<file path="src/rtl/uart_pkg.sv">
// Shared types for the buffered UART transmitter: serialiser states, byte width
// and the line-level decode used by the serialiser.
package uart_pkg;

  localparam int BYTE_W = 8;

  typedef enum logic [1:0] {
    UART_IDLE,
    UART_START,
    UART_DATA,
    UART_STOP
  } uart_state_e;

  function automatic logic line_level(uart_state_e st, logic data_bit);
    case (st)
      UART_START: return 1'b0;
      UART_DATA:  return data_bit;
      default:    return 1'b1;
    endcase
  endfunction

endpackage

</file>
<file path="src/rtl/uart_tx_core.sv">
// 8N1 serialiser: IDLE -> START -> DATA(8 bits, LSB first) -> STOP, one bit period each.
// The line is registered, so it lags the state register by one cycle.
module uart_tx_core
  import uart_pkg::*;
#(
  parameter int CLK_PER_HALF_BIT = 434
) (
  input  logic       clk,
  input  logic       rstn,
  input  logic       start,
  input  logic [7:0] byte_in,
  output logic       idle,
  output logic       UART_TX
);

  localparam int BIT_CYC = 2 * CLK_PER_HALF_BIT;
  localparam int TMR_W   = (BIT_CYC > 2) ? $clog2(BIT_CYC) : 1;
  localparam logic [TMR_W-1:0] TMR_BIT  = TMR_W'(BIT_CYC - 1);
  // STOP is one cycle short: the mandatory IDLE cycle before the next START
  // supplies the final high cycle, keeping frames exactly 10 bit periods.
  localparam logic [TMR_W-1:0] TMR_STOP = TMR_W'(BIT_CYC - 2);

  uart_state_e      state_q, state_d;
  logic [TMR_W-1:0] tmr_q, tmr_d;
  logic [2:0]       bit_q, bit_d;
  logic [7:0]       shift_q, shift_d;
  logic             tx_q, tx_d;
  logic             tmr_done;

  always_comb begin
    state_d  = state_q;
    tmr_d    = tmr_q;
    bit_d    = bit_q;
    shift_d  = shift_q;
    tmr_done = (tmr_q == '0);
    case (state_q)
      UART_IDLE: begin
        if (start) begin
          state_d = UART_START;
          tmr_d   = TMR_BIT;
          shift_d = byte_in;
        end
      end
      UART_START: begin
        if (tmr_done) begin
          state_d = UART_DATA;
          tmr_d   = TMR_BIT;
          bit_d   = '0;
        end else begin
          tmr_d = tmr_q - TMR_W'(1);
        end
      end
      UART_DATA: begin
        if (tmr_done) begin
          shift_d = {1'b0, shift_q[7:1]};
          if (bit_q == 3'd7) begin
            state_d = UART_STOP;
            tmr_d   = TMR_STOP;
          end else begin
            bit_d = bit_q + 3'd1;
            tmr_d = TMR_BIT;
          end
        end else begin
          tmr_d = tmr_q - TMR_W'(1);
        end
      end
      UART_STOP: begin
        if (tmr_done) begin
          state_d = UART_IDLE;
        end else begin
          tmr_d = tmr_q - TMR_W'(1);
        end
      end
      default: state_d = UART_IDLE;
    endcase
    tx_d = line_level(state_q, shift_q[0]);
  end

  always_ff @(posedge clk or negedge rstn) begin
    if (!rstn) begin
      state_q <= UART_IDLE;
      tmr_q   <= '0;
      bit_q   <= '0;
      tx_q    <= 1'b1;
    end else begin
      state_q <= state_d;
      tmr_q   <= tmr_d;
      bit_q   <= bit_d;
      tx_q    <= tx_d;
    end
  end

  always_ff @(posedge clk) begin
    shift_q <= shift_d;
  end

  assign idle    = (state_q == UART_IDLE);
  assign UART_TX = tx_q;

endmodule

</file>
<file path="src/rtl/uart_tx_fifo.sv">
// Buffered UART transmitter: FIFO of word/byte entries plus an issue controller
// that feeds the head entry to the serialiser one byte at a time, little-endian.
module uart_tx_fifo
  import uart_pkg::*;
#(
  parameter int DATA_W           = 32,
  parameter int DEPTH            = 128,
  parameter int CLK_PER_HALF_BIT = 434
) (
  input  logic                   clk,
  input  logic                   rstn,
  input  logic                   valid,
  input  logic [DATA_W-1:0]      data,
  input  logic                   id,
  output logic                   ready,
  output logic [$clog2(DEPTH):0] count,
  output logic                   busy,
  output logic                   UART_TX
);

  localparam int PTR_W  = $clog2(DEPTH);
  localparam int CNT_W  = PTR_W + 1;
  localparam int NBYTES = DATA_W / BYTE_W;
  localparam int IDX_W  = (NBYTES > 1) ? $clog2(NBYTES) : 1;
  localparam logic [IDX_W-1:0] LAST_IDX = IDX_W'(NBYTES - 1);

  // Entry layout depends on DATA_W, so the struct is declared per instance.
  typedef struct packed {
    logic              is_byte;
    logic [DATA_W-1:0] data;
  } fifo_entry_t;

  fifo_entry_t      mem_q [DEPTH];
  fifo_entry_t      head;
  logic [PTR_W-1:0] wr_ptr_q, wr_ptr_d;
  logic [PTR_W-1:0] rd_ptr_q, rd_ptr_d;
  logic [CNT_W-1:0] count_q, count_d;
  logic [IDX_W-1:0] idx_q, idx_d;
  logic             busy_q, busy_d;
  logic             idle_q;
  logic             push, issue, retire, last_byte, core_idle;
  logic [BYTE_W-1:0] tx_byte;

  assign head  = mem_q[rd_ptr_q];
  assign ready = (count_q != CNT_W'(DEPTH));

  always_comb begin
    push      = valid && ready;
    issue     = (count_q != '0) && core_idle;
    last_byte = head.is_byte || (idx_q == LAST_IDX);
    retire    = issue && last_byte;
    tx_byte   = head.data[idx_q*BYTE_W +: BYTE_W];

    wr_ptr_d = wr_ptr_q;
    rd_ptr_d = rd_ptr_q;
    idx_d    = idx_q;
    if (push) begin
      wr_ptr_d = wr_ptr_q + PTR_W'(1);
    end
    if (issue) begin
      idx_d = last_byte ? '0 : idx_q + IDX_W'(1);
    end
    if (retire) begin
      rd_ptr_d = rd_ptr_q + PTR_W'(1);
    end
    count_d = count_q + CNT_W'(push) - CNT_W'(retire);
    // idle_q covers the one-cycle lag of the registered line behind the FSM.
    busy_d  = (count_q != '0) || !core_idle || !idle_q;
  end

  always_ff @(posedge clk or negedge rstn) begin
    if (!rstn) begin
      wr_ptr_q <= '0;
      rd_ptr_q <= '0;
      count_q  <= '0;
      idx_q    <= '0;
      busy_q   <= 1'b0;
      idle_q   <= 1'b1;
    end else begin
      wr_ptr_q <= wr_ptr_d;
      rd_ptr_q <= rd_ptr_d;
      count_q  <= count_d;
      idx_q    <= idx_d;
      busy_q   <= busy_d;
      idle_q   <= core_idle;
    end
  end

  always_ff @(posedge clk) begin
    if (push) begin
      mem_q[wr_ptr_q] <= '{is_byte: id, data: data};
    end
  end

  uart_tx_core #(
    .CLK_PER_HALF_BIT(CLK_PER_HALF_BIT)
  ) u_core (
    .clk     (clk),
    .rstn    (rstn),
    .start   (issue),
    .byte_in (tx_byte),
    .idle    (core_idle),
    .UART_TX (UART_TX)
  );

  assign count = count_q;
  assign busy  = busy_q;

endmodule

</file>
<file path="config.mk">
export PLATFORM = sky130hd
export DESIGN_NAME = uart_tx_fifo
export DESIGN_NICKNAME = d
export VERILOG_FILES = /design/src/rtl/uart_pkg.sv /design/src/rtl/uart_tx_core.sv /design/src/rtl/uart_tx_fifo.sv
export SDC_FILE = /design/constraint.sdc
export NUM_CORES = 2
export LEC_CHECK = 0
export CORE_MARGIN = 2
export CORE_UTILIZATION = 25
export CTS_CLUSTER_DIAMETER = 50
export DETAILED_ROUTE_END_ITERATION = 10
export GPL_ROUTABILITY_DRIVEN = 0
export GPL_TIMING_DRIVEN = 0
export PLACE_DENSITY = 0.37
export SETUP_SLACK_MARGIN = 0.4
export SYNTH_ARGS = -nofsm -noshare
export SYNTH_HDL_FRONTEND = slang
export SYNTH_MEMORY_MAX_BITS = 65536
export SYNTH_SLANG_ARGS = --single-unit
export TNS_END_PERCENT = 50
</file>
<file path="constraint.sdc">
create_clock -name clk -period 6.6 [get_ports clk]
set_input_delay 1.98 -clock clk [delete_from_list [all_inputs] [get_ports clk]]
set_output_delay 1.98 -clock clk [all_outputs]
set_load 0.02 [all_outputs]
</file>
==> impl_summary.log <==
INFO  metric outcome = finished with violations
INFO  metric failed_checks = capacitance limit, slew limit, setup timing
INFO  metric clock-sinks = 4,274
INFO  metric worst-r2r-cell-count = 10
INFO  metric timing.slew.headroom = -20.49%
INFO  metric setup-violations-final = 1
INFO  metric first_iter_violations = between 15,000 and 20,000
INFO  metric netlist_area = 164,800 um^2
INFO  metric detail_route.first_pass.iterations = 8
INFO  metric p_leak = 0.06345 uW
INFO  metric crit_path_start_kind = flop
INFO  metric postLayoutSetupSlackWorst = -0.09736 ns
INFO  metric timing.fmax = 149.3 MHz
INFO  metric nNetsFinal = approximately 8,300
INFO  metric timing.critical_path.to = u_core.shift_q[6]$_DFFE_PP_
INFO  metric most_area_hungry_cell_type_in_the_yosys_netlist = edfxtp_1
INFO  metric grt_start_max_net_pins = 113
INFO  metric report.final.hold_viol_count = 0
INFO  metric area.growth.synth_to_final = 24.21%
INFO  metric yosysUniqueCellTypes = 83
INFO  metric initial_antenna_violation_count = 133
INFO  metric ys.flop_type = edfxtp_1
INFO  metric synth_area_leaders = edfxtp_1 77%, mux4_2 15%, mux2i_1 1.5%
INFO  metric crit_path_start = rd_ptr_q[5]$_DFFE_PN0P_
INFO  metric final_util = 31.12%
INFO  metric grt_overflow_total = 0
INFO  metric reg2reg_launch_point = rd_ptr_q[5]$_DFFE_PN0P_
INFO  metric via_count = 96,490
INFO  metric post-route-drc-count = 0
INFO  metric route.final.wire_length = approximately 880,000 um
INFO  metric die_w = 815.9 um
INFO  metric ir_worst_vdd = 0.0002658 V
INFO  metric dpl.hpwl = about 620,000 um
INFO  metric first_global_vias = 89,700
INFO  metric cts-buffers-inserted = 534
INFO  metric synthesis.instances = ~7,100
INFO  metric cts.path.max_buffers = 4
INFO  metric detail_route.vias_per_cell = about 5.6
INFO  metric fin_hold_ws = around 0.45 ns
INFO  metric io_pins = 47
INFO  metric global_route_wire_length_before_repair = around 1,100,000 um
INFO  metric post_syn_nets = 7,207
INFO  metric clk-insertion-delay-late = 1.10 ns
INFO  metric timing.critical_path.arrival = 7.62 ns
INFO  metric globalRouteTotalUtil = 25.71%
INFO  metric crit_path_end_kind = flop
INFO  metric wl_per_cell = ~51 um
INFO  metric tightest_slew = 1.801 ns
INFO  metric placeableCoreArea = 657,700 um^2
INFO  metric design.die.area = 665,700 um^2
INFO  metric synth_warnings = 0
INFO  metric synth_async_sr_flop_share = less than 1%
INFO  metric starting_density_of_the_core = 25.06%
INFO  metric ff2ff_setup_slack = -0.1 ns
INFO  metric powerDensity = 306.7 nW/um^2
INFO  metric core.rowCount = ~300
INFO  metric crit_fanout = 10
INFO  metric rsz_0062_raised_after_global_routing = yes
INFO  metric worstPathRequired = 7.52 ns
INFO  metric synth_area_per_cell = roughly 23 um^2
INFO  metric io_buffers = 46
INFO  metric synth_enable_flop_cells = 4,232
INFO  metric setup.worst_path.class = reg -> reg
INFO  metric die_h = 815.9 um
INFO  metric clock_tree.root_cell = clkbuf_16
INFO  metric worstReg2RegEnd = u_core.shift_q[6]$_DFFE_PP_
INFO  metric final_cell_mix = 4,232 x edfxtp_1, 1,068 x mux4_2, 540 x clkbuf_16
INFO  metric netlist.area_leader.share = 77.11%
INFO  metric min_period = between 6 and 7 ns
INFO  metric place_inst = 16,350
INFO  metric ant_nets = 0
INFO  metric finalNonFillerCells = 17,350
INFO  metric ctsHoldBuffers = 0
INFO  metric slew_viol_final = 47
INFO  metric final_min_period_over_clock_period = 101.5%
INFO  metric final_common_cell = edfxtp_1
INFO  metric max_cap_viol_count = 7
INFO  metric tritoncts = done
INFO  metric worst_hold_path_type = reg -> reg
INFO  metric maximum_level_of_the_cts_h_tree = 6
INFO  metric pre_cts_slack = -0.4506 ns
INFO  metric clk_pin_slew_worst_paths = 0.06 ns
INFO  metric final.setup_skew = 0.07376 ns
INFO  metric layout-drive-gt1-share = between 30 and 40%
INFO  metric ys_ff_latch = 4,274
INFO  metric layout.filler_cells = about 63,000
INFO  metric share_of_synthesized_area_occupied_by_flip_flops_and_latches = between 70 and 80%
report_power, final:
part	total (uW)	switching, uW	internal (uW)
registers	30500	117	30400
clock network	29500	12400	17100
logic	2800	2120	684
sequential cells by signal, summed over array words and instances (netlist names):
name            cells
u_core.state_q      2
count               8
u_core.UART_TX      1
u_core.bit_q        3
wr_ptr_q            7
rd_ptr_q            7
idx_q               2
mem_q            4224
idle_q              1
u_core.tmr_q       10
u_core.shift_q      8
busy                1
timing repair:
item	CTS	global route
setup endpoints to repair	15	7
buffers inserted	3	0
pin swaps	1	0
hold endpoints to repair	0	0
gates resized for setup	32	13
layer usage:
metal	vias to the layer above	GRT usage, %	part of all wire, %
li1	32960	-	-
met1	54240	33.09	39
met2	7337	39.14	44
met3	1917	7.667	10
met4	40	13.63	6.5
met5	-	0.01425	0.033
stage by stage:
step / total power, uW / setup TNS (ns) / area (um^2)
floorplan: 31750 / 0 / 164800
global placement: 33440 / - / 176100
detailed placement: 33760 / -37.10 / 187100
CTS: 62900 / 0 / 204500
global route: 64030 / 0 / 204600
finish: 62770 / -0.09736 / 204700
Yosys cell counts, drive strengths merged (4+ instances only):
master and instances:
o22a 5, ha 22, nand3b 4, a211oi 21
a21oi 145, o32ai 4, xnor2 18, nor2b 18
nand2b 9, nor2 208, mux2i 254, o31ai 8
and3 11, clkbuf 125, a211o 7, edfxtp 4232
inv 25, o221ai 35, nand3 38, a221o 7
buf 269, dfrtp 40, o211ai 14, a22o 21
xor2 4, or3 6, nand2 140, or3b 4
o21ai 71, a22oi 79, a2111oi 10, mux2 5
o22ai 28, nand4 13, nor3 18, a311oi 6
nor4 8, mux4 1090, a31oi 10, a221oi 61
and2 9
worst min-delay path by stage:
stage                     cells after the start             end  slack (ns)        startpoint
after floorplan                               1  busy$_DFF_PN0_        0.41  idle_q$_DFF_PN1_
after global placement                        1  busy$_DFF_PN0_        0.42  idle_q$_DFF_PN1_
after detailed placement                      1  busy$_DFF_PN0_        0.43  idle_q$_DFF_PN1_
after CTS                                     1  busy$_DFF_PN0_        0.46  idle_q$_DFF_PN1_
after global routing                          1  busy$_DFF_PN0_        0.47  idle_q$_DFF_PN1_
final                                         1  busy$_DFF_PN0_        0.45  idle_q$_DFF_PN1_
logic make-up after synthesis:
logic type / Yosys count / share of synthesized area, %
adder cells (fa/ha/maj): 23 / 0.1792
AND/OR/NAND/NOR: 491 / 1.311
AO/OA/AOI/OAI: 568 / 2.430
flip-flops: 4274 / 77.75
multiplexers: 1349 / 16.52
buffers and inverters: 421 / 1.686
XOR/XNOR: 22 / 0.1169
cell type report:
class | instances | area (um^2) | area share (%)
diodes | 56 | 140.1 | 0.06846
plain buffers | 394 | 2839 | 1.387
clock buffers | 623 | 13880 | 6.783
clock inverters | 314 | 3431 | 1.676
inverters | 27 | 102.6 | 0.05012
multi-input cells | 2453 | 34970 | 17.09
flip-flops and latches | 4274 | 128100 | 62.60
well taps | 8700 | 10890 | 5.318
repair buffers | 507 | 10300 | 5.031
worst max-delay path, cell delays in order, from the launching register on:
cell,delay (ns)
dfrtp_1,0.42
clkbuf_1,0.51
inv_1,0.43
clkbuf_2,0.72
buf_2,0.98
nand2_1,1.08
o22ai_1,1.27
nor3_1,0.28
a21oi_1,0.38
a211oi_1,0.14
o31ai_1,0.24
(Power assumes the default switching activity.)
